<file path="src/rtl/fpga_cfg_pkg.sv">
// Shared types and default sizing for the fabric configuration loader.
package fpga_cfg_pkg;

  localparam int CFG_W_DEF       = 224;
  localparam int N_CHAINS_DEF    = 43;
  localparam int START_DELAY_DEF = 10;
  localparam int SETTLE_DEF      = 10;

  typedef enum logic [2:0] {
    S_IDLE,
    S_PRE_WAIT,
    S_LOAD,
    S_STROBE,
    S_SETTLE,
    S_ENABLE,
    S_DONE,
    S_ERR
  } state_t;

  // Counter width for values 0..v, never narrower than one bit.
  function automatic int cnt_w(input int v);
    return (v < 1) ? 1 : $clog2(v + 1);
  endfunction

endpackage

</file>
<file path="src/rtl/cfg_delay_cnt.sv">
// Loadable down-counter; done_o flags the final cycle of a delay.
module cfg_delay_cnt #(
  parameter int W = 4
) (
  input  logic         clk_i,
  input  logic         rst_i,
  input  logic         load_i,
  input  logic [W-1:0] load_val_i,
  input  logic         en_i,
  output logic         done_o
);

  logic [W-1:0] cnt_q;
  logic [W-1:0] cnt_d;

  always_comb begin
    cnt_d = cnt_q;
    if (load_i)
      cnt_d = load_val_i;
    else if (en_i && (cnt_q != '0))
      cnt_d = cnt_q - W'(1);
  end

  always_ff @(posedge clk_i or posedge rst_i) begin
    if (rst_i) cnt_q <= '0;
    else       cnt_q <= cnt_d;
  end

  // A delay of N is loaded as N, so the last waiting cycle sees 1.
  assign done_o = (cnt_q <= W'(1));

endmodule

</file>
<file path="src/rtl/fpga_cfg_loader.sv">
// Streams one word per chain into the fabric, then settles and enables it.
module fpga_cfg_loader
  import fpga_cfg_pkg::*;
#(
  parameter int CFG_W         = CFG_W_DEF,
  parameter int N_CHAINS      = N_CHAINS_DEF,
  parameter int START_DELAY   = START_DELAY_DEF,
  parameter int SETTLE_CYCLES = SETTLE_DEF
) (
  input  logic                clk_i,
  input  logic                rst_i,
  input  logic                start_i,
  input  logic                cfg_valid_i,
  input  logic [CFG_W-1:0]    cfg_data_i,
  input  logic                cfg_last_i,
  output logic                cfg_ready_o,
  output logic [CFG_W-1:0]    configs_in_o,
  output logic [N_CHAINS-1:0] configs_en_o,
  output logic                ff_en_o,
  output logic                rdy_o,
  output logic                busy_o,
  output logic                err_o
);

  localparam int IW = $clog2(N_CHAINS + 1);
  localparam int DLY_MAX =
    (START_DELAY > SETTLE_CYCLES) ? START_DELAY : SETTLE_CYCLES;
  localparam int DW = cnt_w(DLY_MAX);
  localparam logic [N_CHAINS-1:0] ONE = N_CHAINS'(1);

  state_t st_q, st_d;

  logic [IW-1:0]    idx_q, idx_d;
  logic [CFG_W-1:0] cin_q, cin_d;
  logic             last_q, last_d;

  logic          idle_like;
  logic          start_ok;
  logic          xfer;
  logic          at_last;
  logic          dly_done;
  logic          dly_load;
  logic          dly_en;
  logic [DW-1:0] dly_val;

  assign idle_like = (st_q == S_IDLE) || (st_q == S_DONE) ||
                     (st_q == S_ERR);
  assign start_ok  = start_i && idle_like;
  assign xfer      = cfg_valid_i && (st_q == S_LOAD);
  assign at_last   = (idx_q == IW'(N_CHAINS - 1));

  always_ff @(posedge clk_i or posedge rst_i) begin
    if (rst_i) st_q <= S_IDLE;
    else       st_q <= st_d;
  end

  always_comb begin
    st_d = st_q;
    unique case (st_q)
      S_IDLE, S_DONE, S_ERR: begin
        if (start_i)
          st_d = (START_DELAY == 0) ? S_LOAD : S_PRE_WAIT;
      end
      S_PRE_WAIT: if (dly_done) st_d = S_LOAD;
      S_LOAD: begin
        if (xfer)
          st_d = (cfg_last_i && !at_last) ? S_ERR : S_STROBE;
      end
      S_STROBE: begin
        if (!at_last)
          st_d = S_LOAD;
        else if (!last_q)
          st_d = S_ERR;
        else
          st_d = (SETTLE_CYCLES == 0) ? S_ENABLE : S_SETTLE;
      end
      S_SETTLE: if (dly_done) st_d = S_ENABLE;
      S_ENABLE: st_d = S_DONE;
      default:  st_d = S_IDLE;
    endcase
  end

  always_comb begin
    cfg_ready_o  = (st_q == S_LOAD);
    configs_en_o = (st_q == S_STROBE) ? (ONE << idx_q) : '0;
    configs_in_o = cin_q;
    ff_en_o      = (st_q == S_ENABLE) || (st_q == S_DONE);
    rdy_o        = (st_q == S_DONE);
    err_o        = (st_q == S_ERR);
    busy_o       = !idle_like;
  end

  always_comb begin
    idx_d  = idx_q;
    cin_d  = cin_q;
    last_d = last_q;
    if (start_ok) begin
      idx_d  = '0;
      last_d = 1'b0;
    end else if (st_q == S_STROBE) begin
      idx_d = idx_q + IW'(1);
    end
    if (xfer) begin
      cin_d  = cfg_data_i;
      last_d = cfg_last_i;
    end
  end

  always_ff @(posedge clk_i or posedge rst_i) begin
    if (rst_i) begin
      idx_q  <= '0;
      cin_q  <= '0;
      last_q <= 1'b0;
    end else begin
      idx_q  <= idx_d;
      cin_q  <= cin_d;
      last_q <= last_d;
    end
  end

  // One counter serves both waits; a zero delay bypasses its state.
  assign dly_load = (start_ok && (START_DELAY != 0)) ||
                    ((st_q == S_STROBE) && (st_d == S_SETTLE));
  assign dly_val  = (st_q == S_STROBE) ? DW'(SETTLE_CYCLES)
                                       : DW'(START_DELAY);
  assign dly_en   = (st_q == S_PRE_WAIT) || (st_q == S_SETTLE);

  cfg_delay_cnt #(
    .W (DW)
  ) u_dly (
    .clk_i      (clk_i),
    .rst_i      (rst_i),
    .load_i     (dly_load),
    .load_val_i (dly_val),
    .en_i       (dly_en),
    .done_o     (dly_done)
  );

endmodule

</file>
<file path="config.mk">
export PLATFORM = sky130hd
export DESIGN_NAME = fpga_cfg_loader
export DESIGN_NICKNAME = d
export VERILOG_FILES = /design/src/rtl/fpga_cfg_pkg.sv /design/src/rtl/cfg_delay_cnt.sv /design/src/rtl/fpga_cfg_loader.sv
export SDC_FILE = /design/constraint.sdc
export NUM_CORES = 1
export LEC_CHECK = 0
export CORE_AREA = 3 3 193 195
export CTS_CLUSTER_DIAMETER = 50
export DETAILED_ROUTE_END_ITERATION = 8
export DIE_AREA = 0 0 196 198
export PLACE_DENSITY_LB_ADDON = 0.05
export SYNTH_ARGS = -nofsm -noshare
export SYNTH_HDL_FRONTEND = slang
export SYNTH_SLANG_ARGS = --single-unit
</file>
<file path="constraint.sdc">
create_clock -name clk_i -period 14.91 [get_ports clk_i]
set_input_delay 3.7275 -clock clk_i [delete_from_list [all_inputs] [get_ports clk_i]]
set_output_delay 3.7275 -clock clk_i [all_outputs]
set_load 0.02 [all_outputs]
</file>
Word-level counts from Yosys, hierarchy flattened. Cells that the tools add are included.

Bits in registers: 238. Logic and storage cells: 51. Bits of input ports: 229.

Add/sub/neg operators: 2. Muxes and demuxes: 15. Equal/unequal tests: 9. $lt $le $gt $ge: 1. Reduce and logical (&&, ||, !) cells: 18. Shift-type cells: 1.

Operator list (number): two-way mux 43 bit (1); left shift 1 x 6 -> 43 bit, first input constant (1); two-way mux 3 bit (6); one-hot mux 3 bit (6 select lines) (1); equality test 3 bit, second input constant (5); two-way mux 6 bit (2); two-way mux 4 bit (2); adder 6 x 1 -> 6 bit, second input constant (1); equality test 3 x 2 -> 1 bit, second input constant (2); equality test 6 bit, second input constant (1); nonzero test 2 bit (3); logical AND 1 bit (5); logical OR 1 bit (5); <= comparator 4 x 1 -> 1 bit, second input constant (1); nonzero test 4 bit (1); subtractor 4 x 1 -> 4 bit, second input constant (1); equality test 3 x 1 -> 1 bit, second input constant (1); zero test 3 bit (1); OR reduction 3 bit (1); zero test 1 bit (2); two-way mux 1 bit (2); two-way mux 2 bit (1).

Depth between registers and ports, before layout.
Depth in word-level cells: 10. Gate-level depth with buffers: 6. Mapped depth without buffers: 6.

Hierarchy. A second synthesis with hierarchy kept.

Cell total of the unflattened synthesis: 663. Area total of the unflattened synthesis: 10201.0 um^2.

Modules (own cells, without submodules): fpga_cfg_loader (cells each 630, area an instance 9912.0 um^2, times used 1); cfg_delay_cnt (cells each 33, area an instance 289.0 um^2, times used 1).

Worst setup path before layout. OpenSTA, ideal clock, no wires.

Path kind: register to output. Start: reg st_q[2]. End: out configs_en_o[10]. Data required time: 11.183 ns. Cell stages (with the launch flop): 6. Setup slack: 9.598 ns. Arrival: 1.585 ns. Path buffers: 2. Cell sequence: dfrtp_1 -> and3b_1 -> or3b_1 -> buf_2 -> buf_2 -> nor2_1.

Cells in the longest elaborated chain, start to end: 2.

Ends and longest elaborated chain: start: declaration (line fpga_cfg_loader.sv:31) `state_t st_q, st_d;`; start signal: assignment (line fpga_cfg_loader.sv:54) `else st_q <= st_d;`; equality test 3 x 2 -> 1 bit (line fpga_cfg_loader.sv:85) `configs_en_o = (st_q == S_STROBE) ? (ONE << idx_q) : '0;`; two-way mux 43 bit (line fpga_cfg_loader.sv:85); end: declaration (line fpga_cfg_loader.sv:18) `output logic [N_CHAINS-1:0] configs_en_o,`.

Every way passes these cells.

Worst setup path in the final report.
Start: reg st_q[1]. End: out configs_en_o[42].

Same word-level chain as after synthesis.

==> impl_metrics.csv <==
group,metric,value,unit
status,run_status,"complete, no violations",
worst_setup_path,worstPathMaxFanout,16,
floorplan,die_w,196,um
clock_network,insertion_delay,0.54,ns
sta,max_slew_margin,0.376,
clock_network,post_cts_buffers,0,
synthesis,syn_area_per_cell,14.9,um2
worst_setup_path,cp_top_family,"simple AND/OR/NAND/NOR gates",
sta,tightest_slew,0.936,ns
worst_setup_path,critPathRequiredTime,11.18,ns
clock_network,clkTransAtPathRegs,0.05,ns
clock_network,clk_path_buf_depth,3,
global_route,antenna_found_initial,1,
sta,hold_viol_final,0,
sta,rsz0062_at_grt,"false",
worst_setup_path,startpoint_type,"register",
route,drtPass1Iterations,4,
route,drtIter0Drc,147,
clock_network,clock_sinks,238,
cells_and_area,seqCellArea,5960,um2
pwr,ir_worst_vdd,0.123,mV
pwr,p_sw_frac,0.351,
placed_design,dp.final_hpwl,23500,um
clock_network,cts_resized,0,
worst_setup_path,path_cells,"and3b_1 > nand3b_1 > nor2_1 > clkdlybuf4s50_1",
synthesis,yosysUniqueCellTypes,39,
global_route,grt_max_degree,161,
sta,drv_slew,0,
floorplan,start_util,0.269,
route,remaining_drc_errors,0,
route,avgViaCountPerCell,4.31,
worst_setup_path,cpMaxStageDelayCell,"clkdlybuf4s50_1",
cells_and_area,multi_input_area,3320,um2
floorplan,core_area,35600,um2
route,wirelength,31900,um
floorplan,die_h,198,um
global_route,grt_pass1_vias,7827,
synthesis,ys.flop_type,"dfrtp_1",
cells_and_area,final_common_cell,"clkdlybuf4s50_1",
synthesis,ys_seq_area_frac,0.622,
synthesis,yosysWarnings,0,
sta,tns,0,ns
global_route,grt_first_pass_wirelength,47900,um
clock_network,numCtsBuffers,38,
synthesis,synth-seq-cells,238,
clock_network,htreeDepth,2,
worst_hold_path,hold_path.class,"register to register",
pwr,power_density,231,nW/um2
worst_setup_path,cp.arrival,3.13,ns
route,postRouteAntennaNets,0,
synthesis,synth_cells,643,
worst_setup_path,worstSetupPathType,"register to primary output",
worst_setup_path,endpoint_kind,"primary output",
job,cap_violations,0,
synthesis,async_flop_share,1.00,
clock_network,root_buffer,"clkbuf_16",
placed_design,gp_congestion,0.757,
sta,finalCritPeriodShare,0.460,
cells_and_area,fillers,3339,
pwr,power_frac_comb,0.457,
cells_and_area,syn2layout_area_growth,69.3,%
pwr,p_int,0.00242,W
pwr,p_leak,6.55,nW
sta,period_minus_slack,6.86,ns
floorplan,die_area,38800,um2
pwr,p_switching,0.00131,W
route,vias,7063,
clock_network,cts_tree,"done",
floorplan,pin_count,501,
pwr,total_power,0.00373,W
worst_setup_path,critPathBufInv,1,
global_route,grt_usage,0.161,
synthesis,syn-cell-area,9570,um2
cells_and_area,final_cell_mix,"clkdlybuf4s50_1 (500), dfrtp_1 (238), mux2_2 (214)",
sta,whs,0.480,ns
cells_and_area,drive_gt1_frac,0.241,
route,avgRoutedWirePerCell,19.4,um
synthesis,synth_edf_count,0,
clock_network,cts_hold_buf,0,
sta,setup_viol,0,
global_route,gr-total-overflow,0,
pwr,seq_power_share,0.309,
cells_and_area,nets,1388,
cells_and_area,diodes,0,
pwr,clock_power_share,0.234,
worst_setup_path,critPathMaxStageDelay,0.68,ns
sta,fmax,0.146,GHz
synthesis,syn_nets,880,
sta,finClkSkew,0.0231,ns
placed_design,io_buffers,500,
floorplan,rows,69,
cell families after synthesis:
logic type / Yosys count / synth area share
adders and majority gates: 8 / 0.0105
DFF: 238 / 0.622
xor gates and xnor gates: 8 / 0.00732
and+or+nand+nor: 107 / 0.0523
buffers and inverters: 43 / 0.0316
AOI/OAI and AO/OA: 13 / 0.0101
muxes: 226 / 0.266
power groups by stage:
stage	Combinational, W	Clock [W]	Sequential (W)
after global routing	0.00181	0.000930	0.00120
after detailed placement	0.00173	0	0.00116
final	0.00171	0.000874	0.00115
after floorplan	0.000508	0	0.00152
after global placement	0.00173	0	0.00115
after CTS	0.00174	0.000903	0.00116
registers in the layout (all words and copies together) (netlist names):
| name | count |
|---|---|
| u_dly.cnt_q | 4 |
| idx_q | 6 |
| configs_in_o | 224 |
| st_q | 3 |
| last_q | 1 |
final cells by class:
cell class                 count  share of cell area
inverter                       7             0.00209
timing repair buffer         504               0.312
multi-input combinational    362               0.205
clock inverter                19              0.0129
clock buffer                  49              0.0650
tap                          461              0.0356
sequential                   238               0.368
cell usage after synthesis (2+ instances only):
cell | instances | share of area
and2_1 | 3 | 0.0020
and3_1 | 2 | 0.0013
and3b_1 | 2 | 0.0018
buf_2 | 14 | 0.0073
buf_6 | 16 | 0.019
clkbuf_1 | 5 | 0.0020
dfrtp_1 | 238 | 0.62
ha_1 | 8 | 0.010
inv_1 | 7 | 0.0027
mux2_1 | 10 | 0.012
mux2_2 | 214 | 0.25
mux2i_1 | 2 | 0.0021
nand2_1 | 13 | 0.0051
nand2b_1 | 2 | 0.0013
nand3_1 | 6 | 0.0031
nand3b_1 | 3 | 0.0024
nand4_1 | 2 | 0.0013
nor2_1 | 60 | 0.024
nor3_1 | 3 | 0.0016
nor3b_1 | 5 | 0.0039
o21a_1 | 2 | 0.0016
o21ai_0 | 2 | 0.0010
o31a_1 | 2 | 0.0018
xnor2_1 | 4 | 0.0037
xor2_1 | 4 | 0.0037
path summary, 6_finish.rpt:
path / startpoint / cells after the start / slack (ns) / endpoint
min: configs_in_o[186] / 1 / 0.48 / configs_in_o[186]
max in group asynchronous: rst_i / 3 / 9.71 / configs_in_o[192]
min reg2reg: configs_in_o[186] / 1 / 0.48 / configs_in_o[186]
min in group asynchronous: rst_i / 2 / 3.71 / configs_in_o[7]
max: st_q[1] / 4 / 8.05 / configs_en_o[42]
max reg2reg: st_q[1] / 4 / 11.84 / configs_in_o[108]
metal layers:
metal  track usage  share of wire
met1         0.169           0.35
met2         0.288           0.52
met3        0.0744           0.11
met4        0.0525          0.022
met5             0        0.00022
metrics by stage:
step	area [um2]	worst slack (ns)	util	cells
2_1_floorplan	9570	4.65	-	643
3_3_place_gp	14900	8.09	0.420	1572
3_5_place_dp	14900	8.10	0.420	1572
4_1_cts	16200	8.00	0.455	1640
5_1_grt	16200	7.77	0.455	1640
6_report	16200	8.05	0.455	1640
Power figures use the tool's default switching activity.
